===== src/rtl/segasys1_sound_latch_pkg.sv =====
// Shared definitions for the System 1 sound command path: NMI states,
// sound latch address nibble and command FIFO depth.
package segasys1_pkg;

  typedef enum logic [1:0] {
    IDLE   = 2'd0,
    ASSERT = 2'd1,
    GAP    = 2'd2
  } nmi_state_t;

  localparam logic [3:0]  SND_LATCH_NIBBLE = 4'hE;
  localparam int unsigned SND_FIFO_DEPTH   = 4;

endpackage


===== src/rtl/segasys1_sound_latch_if.sv =====
// Sound CPU read bus towards the command latch; master is the sound CPU side.
interface segasys1_sound_latch_if;
  logic [15:0] SCPU_AD;
  logic        SCPU_MREQ;
  logic        SCPU_RD;
  logic        LATCH_CS;
  logic [7:0]  LATCH_DO;

  modport master (output SCPU_AD, SCPU_MREQ, SCPU_RD, input LATCH_CS, LATCH_DO);
  modport slave  (input SCPU_AD, SCPU_MREQ, SCPU_RD, output LATCH_CS, LATCH_DO);
endinterface


===== src/rtl/segasys1_sound_latch_cmdfifo.sv =====
// 4-entry command FIFO; head shows the oldest entry, or the last popped byte when empty.
module segasys1_cmdfifo
  import segasys1_pkg::*;
(
  input  logic       clk,
  input  logic       rst,
  input  logic       push,
  input  logic [7:0] din,
  input  logic       pop,
  output logic       empty,
  output logic       full,
  output logic [7:0] head
);

  localparam int unsigned PW = $clog2(SND_FIFO_DEPTH);

  logic [7:0]    mem [SND_FIFO_DEPTH];
  logic [PW-1:0] wr_ptr, rd_ptr;
  logic [PW:0]   count;
  logic [7:0]    last_q;
  logic          accept, take;

  assign empty  = (count == '0);
  assign full   = (count == (PW+1)'(SND_FIFO_DEPTH));
  assign take   = pop & ~empty;
  // A pop in the same cycle frees a slot, so a push into a full FIFO is kept then.
  assign accept = push & (~full | take);
  assign head   = empty ? last_q : mem[rd_ptr];

  always_ff @(posedge clk or posedge rst) begin
    if (rst) begin
      for (int unsigned i = 0; i < SND_FIFO_DEPTH; i++) mem[i] <= '0;
      wr_ptr <= '0;
      rd_ptr <= '0;
      count  <= '0;
      last_q <= '0;
    end else begin
      if (accept) begin
        mem[wr_ptr] <= din;
        wr_ptr      <= wr_ptr + 1'b1;
      end
      if (take) begin
        last_q <= mem[rd_ptr];
        rd_ptr <= rd_ptr + 1'b1;
      end
      case ({accept, take})
        2'b10:   count <= count + 1'b1;
        2'b01:   count <= count - 1'b1;
        default: count <= count;
      endcase
    end
  end

endmodule


===== src/rtl/segasys1_sound_latch.sv =====
// Main-to-sound CPU command latch with NMI handshake and periodic INT.
// Define SEGASYS1_SNDFIFO_EN to replace the single latch with a 4-entry FIFO.
module segasys1_sound_latch
  import segasys1_pkg::*;
#(
  parameter int unsigned INT_PERIOD = 200000,
  parameter int unsigned INT_WIDTH  = 256,
  parameter int unsigned NMI_GAP    = 32
) (
  input  logic                        CLK48M,
  input  logic                        RESET,
  input  logic                        SNDRQ,
  input  logic [7:0]                  SNDNO,
  segasys1_sound_latch_if.slave       bus,
  output logic                        SCPU_NMI,
  output logic                        SCPU_INT,
  output logic                        OVERRUN
);

  localparam int unsigned GAP_W    = $clog2(NMI_GAP + 1);
  localparam logic [GAP_W-1:0] GAP_LAST = GAP_W'(NMI_GAP - 1);
  localparam int unsigned INT_W    = $clog2(INT_PERIOD);
  localparam logic [INT_W-1:0] INT_LAST = INT_W'(INT_PERIOD - 1);

  logic       cs, cs_q, pop, pending, push_drop;
  logic [7:0] head, do_q;

  assign cs           = (bus.SCPU_AD[15:12] == SND_LATCH_NIBBLE) & bus.SCPU_MREQ & bus.SCPU_RD;
  assign bus.LATCH_CS = cs;
  assign bus.LATCH_DO = do_q;
  assign pop          = cs_q & ~cs & pending;

  // Output byte is frozen for the whole read so a concurrent push cannot tear it.
  always_ff @(posedge CLK48M or posedge RESET) begin
    if (RESET) begin
      cs_q <= 1'b0;
      do_q <= '0;
    end else begin
      cs_q <= cs;
      if (!cs) do_q <= head;
    end
  end

`ifdef SEGASYS1_SNDFIFO_EN
  logic empty, full;

  segasys1_cmdfifo u_fifo (
    .clk   (CLK48M),
    .rst   (RESET),
    .push  (SNDRQ),
    .din   (SNDNO),
    .pop   (pop),
    .empty (empty),
    .full  (full),
    .head  (head)
  );

  assign pending   = ~empty;
  assign push_drop = SNDRQ & full & ~pop;
`else
  logic       pending_q;
  logic [7:0] data_q;

  always_ff @(posedge CLK48M or posedge RESET) begin
    if (RESET) begin
      pending_q <= 1'b0;
      data_q    <= '0;
    end else begin
      if (SNDRQ) data_q <= SNDNO;
      pending_q <= SNDRQ | (pending_q & ~pop);
    end
  end

  assign pending   = pending_q;
  assign head      = data_q;
  assign push_drop = SNDRQ & pending_q & ~pop;
`endif

  always_ff @(posedge CLK48M or posedge RESET) begin
    if (RESET) OVERRUN <= 1'b0;
    else if (push_drop) OVERRUN <= 1'b1;
  end

  nmi_state_t       nmi_state;
  logic [GAP_W-1:0] gap_cnt;

  // ASSERT also leaves when the store drains without a pop, so NMI never sticks.
  always_ff @(posedge CLK48M or posedge RESET) begin
    if (RESET) begin
      nmi_state <= IDLE;
      gap_cnt   <= '0;
      SCPU_NMI  <= 1'b0;
    end else begin
      case (nmi_state)
        IDLE: begin
          if (pending) begin
            nmi_state <= ASSERT;
            SCPU_NMI  <= 1'b1;
          end
        end
        ASSERT: begin
          if (pop || !pending) begin
            nmi_state <= GAP;
            SCPU_NMI  <= 1'b0;
            gap_cnt   <= '0;
          end
        end
        GAP: begin
          if (gap_cnt == GAP_LAST) nmi_state <= IDLE;
          else gap_cnt <= gap_cnt + 1'b1;
        end
        default: begin
          nmi_state <= IDLE;
          SCPU_NMI  <= 1'b0;
        end
      endcase
    end
  end

  logic [INT_W-1:0] int_cnt;

  // INT is registered from the pre-increment count so reset leaves it low.
  always_ff @(posedge CLK48M or posedge RESET) begin
    if (RESET) begin
      int_cnt  <= '0;
      SCPU_INT <= 1'b0;
    end else begin
      int_cnt  <= (int_cnt == INT_LAST) ? '0 : int_cnt + 1'b1;
      SCPU_INT <= (32'(int_cnt) < INT_WIDTH);
    end
  end

endmodule


===== src/flat_wrapper.sv =====
// flat-port wrapper written by rule: the top's interface ports become plain ports
module segasys1_sound_latch_flat import segasys1_pkg::*;
#(
  parameter int unsigned INT_PERIOD = 200000,
  parameter int unsigned INT_WIDTH  = 256,
  parameter int unsigned NMI_GAP    = 32
)
  (CLK48M, RESET, SNDRQ, SNDNO, SCPU_NMI, SCPU_INT, OVERRUN, bus_SCPU_AD, bus_SCPU_MREQ, bus_SCPU_RD, bus_LATCH_CS, bus_LATCH_DO);
  segasys1_sound_latch_if bus_i ();
  input  logic CLK48M;
  input  logic RESET;
  input  logic SNDRQ;
  input  logic [7:0] SNDNO;
  output logic SCPU_NMI;
  output logic SCPU_INT;
  output logic OVERRUN;
  input wire logic [$bits(bus_i.SCPU_AD)-1:0] bus_SCPU_AD;
  input wire logic [$bits(bus_i.SCPU_MREQ)-1:0] bus_SCPU_MREQ;
  input wire logic [$bits(bus_i.SCPU_RD)-1:0] bus_SCPU_RD;
  output wire logic [$bits(bus_i.LATCH_CS)-1:0] bus_LATCH_CS;
  output wire logic [$bits(bus_i.LATCH_DO)-1:0] bus_LATCH_DO;
  assign bus_i.SCPU_AD = bus_SCPU_AD;
  assign bus_i.SCPU_MREQ = bus_SCPU_MREQ;
  assign bus_i.SCPU_RD = bus_SCPU_RD;
  assign bus_LATCH_CS = bus_i.LATCH_CS;
  assign bus_LATCH_DO = bus_i.LATCH_DO;
  segasys1_sound_latch #(.INT_PERIOD(INT_PERIOD), .INT_WIDTH(INT_WIDTH), .NMI_GAP(NMI_GAP)) u_core (.CLK48M(CLK48M), .RESET(RESET), .SNDRQ(SNDRQ), .SNDNO(SNDNO), .bus(bus_i), .SCPU_NMI(SCPU_NMI), .SCPU_INT(SCPU_INT), .OVERRUN(OVERRUN));
endmodule

===== config.mk =====
export PLATFORM = sky130hd
export DESIGN_NAME = segasys1_sound_latch_flat
export DESIGN_NICKNAME = d
export VERILOG_FILES = /design/src/rtl/segasys1_sound_latch_pkg.sv /design/src/rtl/segasys1_sound_latch_if.sv /design/src/rtl/segasys1_sound_latch_cmdfifo.sv /design/src/rtl/segasys1_sound_latch.sv /design/src/flat_wrapper.sv
export SDC_FILE = /design/constraint.sdc
export NUM_CORES = 1
export LEC_CHECK = 0
export ABC_AREA = 1
export BUFFER_PORTS_ARGS = -buffer_cell sky130_fd_sc_hd__buf_4
export CORE_ASPECT_RATIO = 1.75
export CORE_UTILIZATION = 55
export CTS_BUF_LIST = sky130_fd_sc_hd__clkbuf_16
export DETAILED_ROUTE_END_ITERATION = 8
export HOLD_SLACK_MARGIN = 0.05
export PLACE_DENSITY = 0.79
export SLEW_MARGIN = 20
export SYNTH_ARGS = -nofsm -noshare
export SYNTH_HDL_FRONTEND = slang
export SYNTH_SLANG_ARGS = --single-unit
export TNS_END_PERCENT = 5

===== constraint.sdc =====
create_clock -name CLK48M -period 2.3 [get_ports CLK48M]
set_input_delay 0.46 -clock CLK48M [delete_from_list [all_inputs] [get_ports CLK48M]]
set_output_delay 0.46 -clock CLK48M [all_outputs]
set_load 0.005 [all_outputs]

==> flow_summary.toml <==
[sta]
skew_ns = 0.006420
max-slew-margin-rel_pct = 59.36
finalSetupViolCount = 0
fmax_mhz = 555.7
tns_ns = 0
fin_crit_sh_pct = 78.24
hold_viol = 0
finalCriticalPeriod_ns = 1.799
rsz0062_at_grt = "false"
worst_pin_slew_ns = 0.6086
finalMaxSlewViolations = 0

[final_layout]
finalNetCount = 333
antenna_cells = 0
layout-drive-gt1-share_pct = 22.77
design_area_mm2 = 0.002720
fillers = 316
synthToLayoutAreaGrowth_pct = 20.84
multi_input_comb_area_um2 = 922.1
regArea_mm2 = 0.001176
layout.cells.non_filler = 351

[logic_synthesis]
syn-num-nets = 297
avgSynthCellArea_um2 = 8.462
synthTopCellsByArea = "dfrtp_1 (52%), nand2_1 (15%), inv_1 (5.3%), xor2_1 (3.9%), nor2_1 (3.5%)"
synth_cells = 266
yosysWarnings = 0
seq_area_frac_synth_pct = 52.25
synth_common_cells = "nand2_1 (87), dfrtp_1 (47), inv_1 (32)"
synth_top_flop_cell = "dfrtp_1"
async_flop_share_pct = 100.0
synth_most_common_cell = "nand2_1"
synth-seq-cells = 47
ys_types = 32
yosysTopAreaCellShare_pct = 52.25
synth_edf_count = 0
synth_top_area_cell = "dfrtp_1"
netlist_area_mm2 = 0.002251

[die]
dieHeight_um = 86.63
die-area_mm2 = 0.004363
die_x_um = 50.36
coreArea_mm2 = 0.003904
rows = 30
pin_count = 41
start_util_pct = 57.66

[drt]
dr_total_vias = 1818
viasPerCell = 5.179
drc = 0
ant_nets = 0
wl_per_cell_um = 12.71
drt-total-wl_um = 4460
dr.first_iter.drc_count = 40
dr.pass1.iters = 5

[critical_path]
crit_fanout = 11
crit_required_ns = 1.84
critical_path_arrival_ns = 1.34
critPathKind = "input pin to primary output"
cp-end-kind = "primary output"
startpoint_type = "input pin"

[global_route]
grt_pass1_wl_um = 7500
grt_usage_pct = 23.14
antenna_found_initial = 0
gr-total-overflow = 0
grt_pass1_vias = 1814
grt_max_degree = 30

[clock_network]
cts_tree = "built"
cts.clk_slew.worst_paths_ns = 0.06
cts_setup_buffers = 0
htreeDepth = 2
cts_buffers = 5
max-clock-path-buffers = 2
root_buffer = "clkbuf_16"
cts_hold_buffers = 0
clkSinkCount = 47
clk_latency_ns = 0.28
cts_resized = 0

[status]
status = "finished clean"

[placement]
dp_cells = 343
buffer_ports.inserted = 28
placed_area_mm2 = 0.002531
hpwl_um = 3287
gp_congestion = 0.9083

[hold_path]
hp-class = "input pin to asynchronous set/reset pin"

[pwr]
pwr-share-comb_pct = 14.1
vdd_drop_max_mv = 0.5678
p_per_area_mw_per_mm2 = 794.7
p_int_uw = 1639
p_leak_uw = 0.001414
netSwitchingPower_uw = 522.2
power_frac_seq_pct = 43.8
sw_frac_of_total_pct = 24.16
clock_power_share_pct = 42.0

[run]
drv_cap = 0
-- metal layers --
layer	global-route usage, %	wire length (µm)	part of all wire [%]
met1	22.01	1669	37
met2	46.42	2580	58
met3	3.860	143	3.2
met4	9.343	67	1.5
met5	0	0	0
-- area by class of cell --
class | count | area share (%)
sequential | 47 | 43.24
multi-input combinational | 179 | 33.90
timing repair buffer | 30 | 8.280
inverter | 39 | 5.428
clock buffer | 5 | 4.600
clock inverter | 3 | 2.346
tap | 48 | 2.208
-- per-stage QoR --
| step | utilization, % | worst slack, ns | hold slack (ns) | total power, µW |
|---|---|---|---|---|
| CTS | 69.68 | 0.4840 | 0.2747 | 2175 |
| global placement | 64.84 | 0.5090 | 0.4542 | 1250 |
| detailed placement | 64.84 | 0.4976 | 0.4595 | 1269 |
| finish | 69.68 | 0.5006 | 0.2562 | 2162 |
| global route | 69.68 | 0.4049 | 0.3022 | 2262 |
| floorplan | - | 0.7239 | 0.4422 | 1158 |
-- kinds of logic after synthesis --
family                   count (synthesis)  share of synthesized area (%)
XOR/XNOR                                11                          4.280
flip-flops                              47                          52.25
AND/OR/NAND/NOR                        150                          31.41
adder cells (fa/ha/maj)                  2                          1.112
AO/OA/AOI/OAI                           16                          4.169
buffers and inverters                   40                          6.781
-- flip-flops by register name, summed over array words and instances, names as in the netlist --
| signal | count |
|---|---|
| u_core.SCPU_INT | 1 |
| u_core.cs_q | 1 |
| u_core.pending | 1 |
| u_core.bus.LATCH_DO | 8 |
| u_core.gap_cnt | 6 |
| u_core.nmi_state | 2 |
| u_core.data_q | 8 |
| u_core.int_cnt | 18 |
| u_core.OVERRUN | 1 |
| u_core.SCPU_NMI | 1 |
-- critical path, cell delays in order --
cell and delay, ns:
buf_4 0.11, nand2_1 0.05, nor2_1 0.04, nand2_2 0.16, clkinv_1 0.28, buf_4 0.23
-- final timing paths --
kind                                              startpoint                      endpoint  slack [ns]  cells after the start
min in group CLK48M                                 SNDNO[2]  u_core.data_q[2]$_DFFE_PP0P_        0.38                      3
worst max register to register   u_core.int_cnt[0]$_DFF_PP0_   u_core.int_cnt[3]$_DFF_PP0_        0.82                      6
max in group asynchronous                              RESET  u_core.int_cnt[12]$_DFF_PP0_        1.47                      3
worst max-delay path                             bus_SCPU_RD                  bus_LATCH_CS        0.50                      6
worst min-delay path                                   RESET  u_core.int_cnt[15]$_DFF_PP0_        0.26                      2
worst min register to register  u_core.data_q[1]$_DFFE_PP0P_  u_core.data_q[1]$_DFFE_PP0P_        0.47                      2
-- power by group through the flow --
stage	Combinational (µW)	Clock, µW	Sequential, µW
after floorplan	203	0	954
after global placement	294	0	956
after detailed placement	307	0	962
after CTS	309	920	947
after global routing	345	963	955
final	305	909	948
-- placed cells by master, fill, tap and decap left out, types with 2 or more instances in the layout --
| master | Yosys | routed |
|---|---|---|
| nand2_1 | 87 | 87 |
| dfrtp_1 | 47 | 47 |
| inv_1 | 32 | 32 |
| buf_4 | 0 | 30 |
| nor2_1 | 21 | 21 |
| nand3_1 | 13 | 13 |
| xor2_1 | 10 | 10 |
| nand3_2 | 5 | 5 |
| nand2_2 | 5 | 5 |
| o21ai_1 | 5 | 5 |
| inv_2 | 4 | 5 |
| clkbuf_16 | 0 | 5 |
| nor2_2 | 4 | 4 |
| o21ai_0 | 4 | 4 |
| nand4_1 | 3 | 3 |
| a21oi_1 | 3 | 3 |
| nor3_2 | 3 | 3 |
| clkinv_1 | 2 | 2 |
| nor3_1 | 2 | 2 |
| ha_1 | 2 | 2 |
| bufinv_16 | 0 | 2 |
Power figures use the tool's default switching activity.
